**config.mk**
```make
export PLATFORM = sky130hd
export DESIGN_NAME = fp_mult_pipe
export DESIGN_NICKNAME = d
export VERILOG_FILES = /design/src/rtl/fp_mult_pipe.sv
export SDC_FILE = /design/constraint.sdc
export NUM_CORES = 2
export LEC_CHECK = 0
export CAP_MARGIN = 20
export CELL_PAD_IN_SITES_DETAIL_PLACEMENT = 1
export CELL_PAD_IN_SITES_GLOBAL_PLACEMENT = 1
export CORE_UTILIZATION = 44
export DETAILED_ROUTE_END_ITERATION = 10
export PLACE_DENSITY = 0.8
export SYNTH_ARGS = -nofsm -noshare
export SYNTH_HDL_FRONTEND = slang
export SYNTH_SLANG_ARGS = --single-unit
```
**constraint.sdc**
```tcl
create_clock -name clk -period 7.3 [get_ports clk]
set_input_delay 1.825 -clock clk [delete_from_list [all_inputs] [get_ports clk]]
set_output_delay 1.825 -clock clk [all_outputs]
set_load 0.01 [all_outputs]
```
**src/rtl/fp_mult_pipe.sv**
```systemverilog
`default_nettype none
// ============================================================================
// Module   : fp_mult_pipe
// Brief    : Parametrised floating-point multiplier, round-to-nearest-even,
//            flush-to-zero denormals, valid/ready handshake, tag sideband.
//            Operand register, then classify, multiply and round/pack stages.
// Revision : 1.0 - initial release
// ============================================================================
module fp_mult_pipe #(
  parameter int EXP_W = 8,
  parameter int MAN_W = 23,
  parameter int TAG_W = 4
) (
  input  logic                     clk,
  input  logic                     rstn,
  input  logic                     i_valid,
  output logic                     i_ready,
  input  logic [EXP_W+MAN_W:0]     i_a,
  input  logic [EXP_W+MAN_W:0]     i_b,
  input  logic [TAG_W-1:0]         i_tag,
  output logic                     o_valid,
  input  logic                     o_ready,
  output logic [EXP_W+MAN_W:0]     o_result,
  output logic [TAG_W-1:0]         o_tag,
  output logic [3:0]               o_flags
);

  localparam int                      c_w     = 1 + EXP_W + MAN_W;
  localparam int                      c_pw    = 2 * MAN_W + 2;
  localparam logic [EXP_W-1:0]        c_emax  = '1;
  localparam logic signed [EXP_W+1:0] c_bias  = (EXP_W+2)'((1 << (EXP_W - 1)) - 1);
  localparam logic signed [EXP_W+1:0] c_emaxs = (EXP_W+2)'((1 << EXP_W) - 1);
  localparam logic signed [EXP_W+1:0] c_zero  = '0;

  // Whole pipe advances together; a stalled output freezes every stage.
  logic w_en;
  assign w_en    = !o_valid || o_ready;
  assign i_ready = w_en;

  // Operand register stage
  logic               r0_valid;
  logic [c_w-1:0]     r0_a, r0_b;
  logic [TAG_W-1:0]   r0_tag;

  // Capture the accepted operand pair so classification starts from a flop.
  always_ff @(posedge clk) begin
    if (!rstn) begin
      r0_valid <= 1'b0;
      r0_a     <= '0;
      r0_b     <= '0;
      r0_tag   <= '0;
    end else if (w_en) begin
      r0_valid <= i_valid;
      r0_a     <= i_a;
      r0_b     <= i_b;
      r0_tag   <= i_tag;
    end
  end

  // Stage 1: unpack and classify
  logic [EXP_W-1:0]        w_ea, w_eb;
  logic [MAN_W-1:0]        w_ma, w_mb;
  logic                    w_a_zero, w_a_inf, w_a_nan;
  logic                    w_b_zero, w_b_inf, w_b_nan;
  logic signed [EXP_W+1:0] w_esum;

  assign w_ea     = r0_a[c_w-2:MAN_W];
  assign w_eb     = r0_b[c_w-2:MAN_W];
  assign w_ma     = r0_a[MAN_W-1:0];
  assign w_mb     = r0_b[MAN_W-1:0];
  // Exponent zero covers denormals: they are treated as zero.
  assign w_a_zero = (w_ea == '0);
  assign w_b_zero = (w_eb == '0);
  assign w_a_inf  = (w_ea == c_emax) && (w_ma == '0);
  assign w_b_inf  = (w_eb == c_emax) && (w_mb == '0);
  assign w_a_nan  = (w_ea == c_emax) && (w_ma != '0);
  assign w_b_nan  = (w_eb == c_emax) && (w_mb != '0);
  assign w_esum   = $signed({2'b00, w_ea}) + $signed({2'b00, w_eb}) - c_bias;

  logic                    r1_valid, r1_sign, r1_nan, r1_inf, r1_zero;
  logic signed [EXP_W+1:0] r1_exp;
  logic [MAN_W:0]          r1_sa, r1_sb;
  logic [TAG_W-1:0]        r1_tag;

  // Register class flags, signed exponent sum and significands with hidden 1.
  always_ff @(posedge clk) begin
    if (!rstn) begin
      r1_valid <= 1'b0;
      r1_sign  <= 1'b0;
      r1_nan   <= 1'b0;
      r1_inf   <= 1'b0;
      r1_zero  <= 1'b0;
      r1_exp   <= '0;
      r1_sa    <= '0;
      r1_sb    <= '0;
      r1_tag   <= '0;
    end else if (w_en) begin
      r1_valid <= r0_valid;
      r1_sign  <= r0_a[c_w-1] ^ r0_b[c_w-1];
      r1_nan   <= w_a_nan || w_b_nan || (w_a_inf && w_b_zero) || (w_b_inf && w_a_zero);
      r1_inf   <= w_a_inf || w_b_inf;
      r1_zero  <= w_a_zero || w_b_zero;
      r1_exp   <= w_esum;
      r1_sa    <= {1'b1, w_ma};
      r1_sb    <= {1'b1, w_mb};
      r1_tag   <= r0_tag;
    end
  end

  // Stage 2: significand product
  logic                    r2_valid, r2_sign, r2_nan, r2_inf, r2_zero;
  logic signed [EXP_W+1:0] r2_exp;
  logic [c_pw-1:0]         r2_prod;
  logic [TAG_W-1:0]        r2_tag;

  // Multiply significands; class, sign, exponent and tag ride alongside.
  always_ff @(posedge clk) begin
    if (!rstn) begin
      r2_valid <= 1'b0;
      r2_sign  <= 1'b0;
      r2_nan   <= 1'b0;
      r2_inf   <= 1'b0;
      r2_zero  <= 1'b0;
      r2_exp   <= '0;
      r2_prod  <= '0;
      r2_tag   <= '0;
    end else if (w_en) begin
      r2_valid <= r1_valid;
      r2_sign  <= r1_sign;
      r2_nan   <= r1_nan;
      r2_inf   <= r1_inf;
      r2_zero  <= r1_zero;
      r2_exp   <= r1_exp;
      r2_prod  <= r1_sa * r1_sb;
      r2_tag   <= r1_tag;
    end
  end

  // Stage 3: normalise, round to nearest even, pack
  logic                    w_msb, w_guard, w_sticky, w_round_up, w_inexact;
  logic [c_pw-2:0]         w_norm;
  logic [MAN_W-1:0]        w_frac;
  logic [MAN_W:0]          w_frac_sum;
  logic signed [EXP_W+1:0] w_exp_n, w_exp_r;
  logic [c_w-1:0]          w_result;
  logic [3:0]              w_flags;

  // Product is in [1,4): a set MSB means the value is already one bit too high,
  // so the fraction window starts one bit lower and the exponent bumps.
  assign w_msb      = r2_prod[c_pw-1];
  assign w_norm     = w_msb ? r2_prod[c_pw-2:0] : {r2_prod[c_pw-3:0], 1'b0};
  assign w_frac     = w_norm[c_pw-2 -: MAN_W];
  assign w_guard    = w_norm[MAN_W];
  assign w_sticky   = |w_norm[MAN_W-1:0];
  assign w_round_up = w_guard && (w_sticky || w_frac[0]);
  assign w_frac_sum = {1'b0, w_frac} + {{MAN_W{1'b0}}, w_round_up};
  assign w_exp_n    = r2_exp + $signed({{(EXP_W+1){1'b0}}, w_msb});
  // A rounding carry leaves the fraction at zero and raises the exponent.
  assign w_exp_r    = w_exp_n + $signed({{(EXP_W+1){1'b0}}, w_frac_sum[MAN_W]});
  assign w_inexact  = w_guard || w_sticky;

  // Select the packed result by special-case priority.
  always_comb begin
    w_result = {r2_sign, w_exp_r[EXP_W-1:0], w_frac_sum[MAN_W-1:0]};
    w_flags  = {3'b000, w_inexact};
    if (r2_nan) begin
      w_result = {1'b0, c_emax, 1'b1, {(MAN_W-1){1'b0}}};
      w_flags  = 4'b1000;
    end else if (r2_inf) begin
      w_result = {r2_sign, c_emax, {MAN_W{1'b0}}};
      w_flags  = 4'b0000;
    end else if (r2_zero) begin
      w_result = {r2_sign, {(EXP_W+MAN_W){1'b0}}};
      w_flags  = 4'b0000;
    end else if (w_exp_r >= c_emaxs) begin
      w_result = {r2_sign, c_emax, {MAN_W{1'b0}}};
      w_flags  = 4'b0101;
    end else if (w_exp_r <= c_zero) begin
      w_result = {r2_sign, {(EXP_W+MAN_W){1'b0}}};
      w_flags  = 4'b0011;
    end
  end

  // Registered outputs; held while the consumer stalls.
  always_ff @(posedge clk) begin
    if (!rstn) begin
      o_valid  <= 1'b0;
      o_result <= '0;
      o_tag    <= '0;
      o_flags  <= '0;
    end else if (w_en) begin
      o_valid  <= r2_valid;
      o_result <= w_result;
      o_tag    <= r2_tag;
      o_flags  <= w_flags;
    end
  end

endmodule
`default_nettype wire

```
After elaboration in Yosys (flattened, before gate mapping). Cells that the tools add are included. W data, S select, Z words.

Register bits: 244. Bits of input ports: 72.

$add $sub $neg: 5. Multiply operators: 1. Order comparisons: 2. Equality and inequality tests: 2. Mux-type cells: 11. Bitwise gates (word level): 1. Reductions and logical operators: 23.

Operator list (number): $mux W31 (4); $mul A24 B24 Y48 (1); $mux W47 (1); $logic_not A23 Y1 (2); $reduce_bool A23 Y1 (2); $mux W32 (1); $add A23 B1 Y24 (1); $reduce_or A23 Y1 (1); $add A10 B2 Y10 (2); $eq A8 B8 Y1 const B (2); $logic_not A8 Y1 (2); $ge A10 B9 Y1 const B (1); $le A10 B1 Y1 const B (1); $sub A9 B7 Y10 const B (1); $add A8 B8 Y9 (1); $mux W3 (3); $logic_or A1 B1 Y1 (8); $logic_and A1 B1 Y1 (7); $mux W4 (1); $mux W2 (1); $logic_not A1 Y1 (1); $xor A1 B1 Y1 (1).

Longest topological paths before layout.
Word-level depth: 12. Mapped depth: 27. Depth with buffers taken out: 25.

Worst setup path before layout. No wires, ideal clock.

Path type: register to register. Start point: register r1_sb[3]. End point: register r2_prod[44]. Library setup time: 0.127 ns. Data arrival time: 6.641 ns. Setup slack: 0.532 ns. Cell stages (with the launch flop): 27. Buffers on the path: 1. Clock period less this slack: 6.768 ns. Path through: dfxtp_1 clkbuf_1 nand2_1 fa_1 inv_1 fa_1 inv_1 fa_1 inv_1 fa_1 inv_1 fa_1 inv_1 fa_1 inv_1 fa_1 inv_1 ha_1 and3_1 nand3_1 or2_0 a31oi_2 o211ai_4 a211oi_2 o2111a_1 nor3_1 or3b_1.

Longest elaborated chain between the ends: 1.

Ends and longest elaborated chain: start, declared (line 82) `logic [MAN_W:0] r1_sa, r1_sb;`; start signal, assigned (line 105) `r1_sb <= {1'b1, w_mb};`; $mul A24 B24 Y48 (line 134) `r2_prod <= r1_sa * r1_sb;`; end signal, assigned (line 134); end, declared (line 113) `logic [c_pw-1:0] r2_prod;`.

Every way passes these cells. A chain may end at the register's enable or synchronous reset.

Worst setup path in the final report.
Start point: register r1_sa[3]. End point: register r2_prod[31].

Longest elaborated chain between the ends: 1.

Ends and longest elaborated chain: start, declared (line 82); start signal, assigned (line 104) `r1_sa <= {1'b1, w_ma};`; $mul A24 B24 Y48 (line 134).

Every way passes these cells.

==> results_dict.tcl <==
set metrics [dict create \
    worstPathRequired_ns 7.75 \
    dp_cells 4319 \
    max-vdd-ir-drop_uv 179 \
    finalNonFillerCells 4370 \
    tightest_slew_ns 1.00 \
    wl_um 86200 \
    first_global_vias 26133 \
    cp_slowest_stage_delay_ns 0.81 \
    dieArea_mm2 0.0672 \
    post-place-ws_ns 0.0666 \
    synth_cells 3461 \
    cp_common_cell "fa_1" \
    layout-drive-gt1-share_pct 5.46 \
    end_kind "flip-flop" \
    die_h_um 259 \
    async_flop_share_pct 0 \
    hpwl_um 69900 \
    synthesis.area_mm2 0.0291 \
    final_cell_area_mm2 0.0324 \
    hold_class "reg -> reg" \
    slew_viol_final 0 \
    syn_nets 4209 \
    ys.flop_type "dfxtp_1" \
    synth_xor_area_share_pct 1.65 \
    drc 0 \
    synth_fa_ha_area_share_pct 41.5 \
    nNetsFinal 4241 \
    synth_top_family_by_area "adder cells" \
    vias 23541 \
    most-common-layout-cells "715 x nand2_1, 562 x inv_1, 484 x fa_1" \
    grt_pass1_wl_um 141000 \
    drtPass1Iterations 5 \
    cts_tree "yes" \
    initial_core_util_pct 44.8 \
    yosysWarnings 0 \
    slew_headroom_pct 33.1 \
    htreeDepth 1 \
    met1_length_um 36100 \
    syn2layout_area_growth_pct 11.2 \
    hold_buffers 0 \
    route.met2.wl_um 43900 \
    grt_usage_pct 26.4 \
    fmax_mhz 142 \
    leakagePower_nw 15.0 \
    power_density_mw_per_mm2 129 \
    ys_seq_area_share_pct 16.7 \
    top_layer "met4" \
    final_common_cell "nand2_1" \
    arrival_ns 7.51 \
    layout_setup_ws_ns 0.235 \
    setup_violations 0 \
    post-route-period-util_pct 96.8 \
    ys_types 74 \
    wl_met3_um 3360 \
    routabilityCongestion 0.907 \
    port_buffers 113 \
    clkLatencyLatePin_ns 0.58 \
    status "complete, no violations" \
    min_period_ns 7.07 \
    syn_area_per_cell_um2 8.41 \
    cp_max_fo 17 \
    rrSetupSlack_ns 0.23 \
    path_cells "buf_4 -> nand2_1 -> fa_1 -> fa_1 -> inv_1 -> fa_1 -> ha_1 -> fa_1 -> inv_1 -> fa_1 -> fa_1 -> inv_1 -> ha_1 -> nand4_1 -> nor3_1 -> o2111ai_1 -> a21boi_0 -> o21ai_0 -> a21oi_1 -> a21oi_1 -> xnor2_1 -> o21ai_0" \
    coreArea_mm2 0.0649 \
    cap_violations 0 \
    postRouteAntennaNets 0 \
    muxShareOfSynthArea_pct 0.322 \
    cts.sinks 243 \
    wl_per_cell_um 19.7 \
    drt-initial-drc-count 1147 \
    synthSimpleGateAreaFrac_pct 20.0 \
    critPathSlowestCell "dfxtp_1" \
    critPathKind "reg -> reg" \
    critPathLaunchType "flip-flop" \
    ios 114 \
    skew_ns 0.0172 \
    grt_antenna_before_repair 0 \
    numCtsBuffers 27 \
    ys_seq_elements 243 \
    rows 93 \
    cts_buffer_depth 3 \
    grt_overflow 0 \
    die_width_um 259 \
    clk_pin_slew_ns 0.07 \
    clockRootBuffer "clkbuf_16" \
    synth_compound_area_share_pct 9.78 \
    grt_max_degree 101 \
    fill_cells 7728 \
    place_area_mm2 0.0313 \
    avgViaCountPerCell 5.39 \
    hold_viol 0 \
    synth_edf_count 0 \
]
-- worst max-delay path, delay by kind of cell (launching register included) --
family	cells	cell delay [ns]
adders and majority gates	8	3.53
AOI/OAI and AO/OA	6	1.16
DFF	1	0.81
and+or+nand+nor	3	0.64
buffers and inverters	4	0.48
xor gates and xnor gates	1	0.32
-- cell families after synthesis --
group,count (synthesis)
AND/OR/NAND/NOR,1243
buffers and inverters,766
multiplexers,9
XOR/XNOR,55
flip-flops,243
adder cells (fa/ha/maj),676
AO/OA/AOI/OAI,469
-- per-layer routing --
| metal | up-vias | global-route usage, % |
|---|---|---|
| li1 | 10757 | - |
| met1 | 12070 | 33.4 |
| met2 | 556 | 47.5 |
| met3 | 158 | 2.27 |
| met4 | 0 | 8.07 |
| met5 | - | 0 |
-- area by class of cell --
| class | instances | area, µm² | area share (%) |
|---|---|---|---|
| Multi-Input combinational cell | 2452 | 21400 | 66.0 |
| Sequential cell | 243 | 4910 | 15.2 |
| Inverter | 565 | 2130 | 6.58 |
| Timing Repair Buffer | 204 | 1920 | 5.92 |
| Tap cell | 855 | 1070 | 3.30 |
| Clock buffer | 37 | 763 | 2.36 |
| Clock inverter | 13 | 218 | 0.672 |
| Antenna cell | 1 | 2.50 | 0.00773 |
-- timing repair --
item	in CTS	in global routing
hold endpoints to repair	0	0
endpoints found under the setup margin	0	20
resized for setup	0	42
setup buffers	0	0
-- cell usage after synthesis, drive strengths merged, types with 3 or more instances --
cell type / number / area share [%]
o31ai: 9 / 0.25
xnor2: 41 / 1.2
and4: 7 / 0.22
or3b: 3 / 0.090
xor2: 14 / 0.42
o211ai: 5 / 0.18
or4: 4 / 0.10
mux2: 3 / 0.12
o21ai: 69 / 1.2
mux2i: 6 / 0.21
a21boi: 6 / 0.15
nor2: 61 / 0.79
nor3b: 6 / 0.15
a32o: 5 / 0.17
inv: 563 / 7.3
a311oi: 7 / 0.21
fa: 484 / 33
a211oi: 28 / 0.74
ha: 192 / 8.3
a31oi: 13 / 0.30
dfxtp: 243 / 17
o21bai: 11 / 0.28
and2: 303 / 6.5
and3: 14 / 0.30
nor4: 18 / 0.39
a21oi: 255 / 4.4
a21o: 26 / 0.67
nand3: 32 / 0.57
nor3: 23 / 0.40
nand2: 715 / 9.2
nand4: 22 / 0.49
nor2b: 12 / 0.26
clkbuf: 188 / 2.4
nand2b: 6 / 0.13
a221o: 4 / 0.14
or3: 12 / 0.26
o21a: 4 / 0.10
buf: 13 / 0.27
o41ai: 6 / 0.31
-- power by group --
part,internal [mW],switching (mW)
logic,0.450,0.634
registers,1.42,0.134
clock network,0.915,0.611
total,2.79,1.38
-- path summary, 6_finish.rpt --
path	startpoint	to	cells after the start
max	r1_sa[3]	r2_prod[31]	22
min	o_result[2]	o_result[2]	2
max reg2reg	r1_sa[3]	r2_prod[31]	22
min reg2reg	o_result[2]	o_result[2]	2
-- stage by stage --
| step | TNS (ns) | power (mW) | util [%] | hold WS (ns) |
|---|---|---|---|---|
| after floorplan | 0 | 2.21 | - | 0.432 |
| after global placement | 0 | 2.62 | 48.2 | 0.436 |
| after detailed placement | 0 | 2.66 | 48.2 | 0.442 |
| after CTS | 0 | 4.20 | 49.7 | 0.450 |
| after global routing | -0.0411 | 4.38 | 49.9 | 0.468 |
| final | 0 | 4.16 | 49.9 | 0.443 |
-- state kept, by name, summed over array words and instances (netlist names), 4 cells and up --
register	count
r2_tag	4
r1_sa	24
r1_exp	10
r0_b	32
r2_prod	48
o_flags	4
r1_tag	4
r2_exp	10
o_result	32
o_tag	4
r1_sb	23
r0_tag	4
r0_a	32
Note: power is estimated with default switching activity, not from simulation.
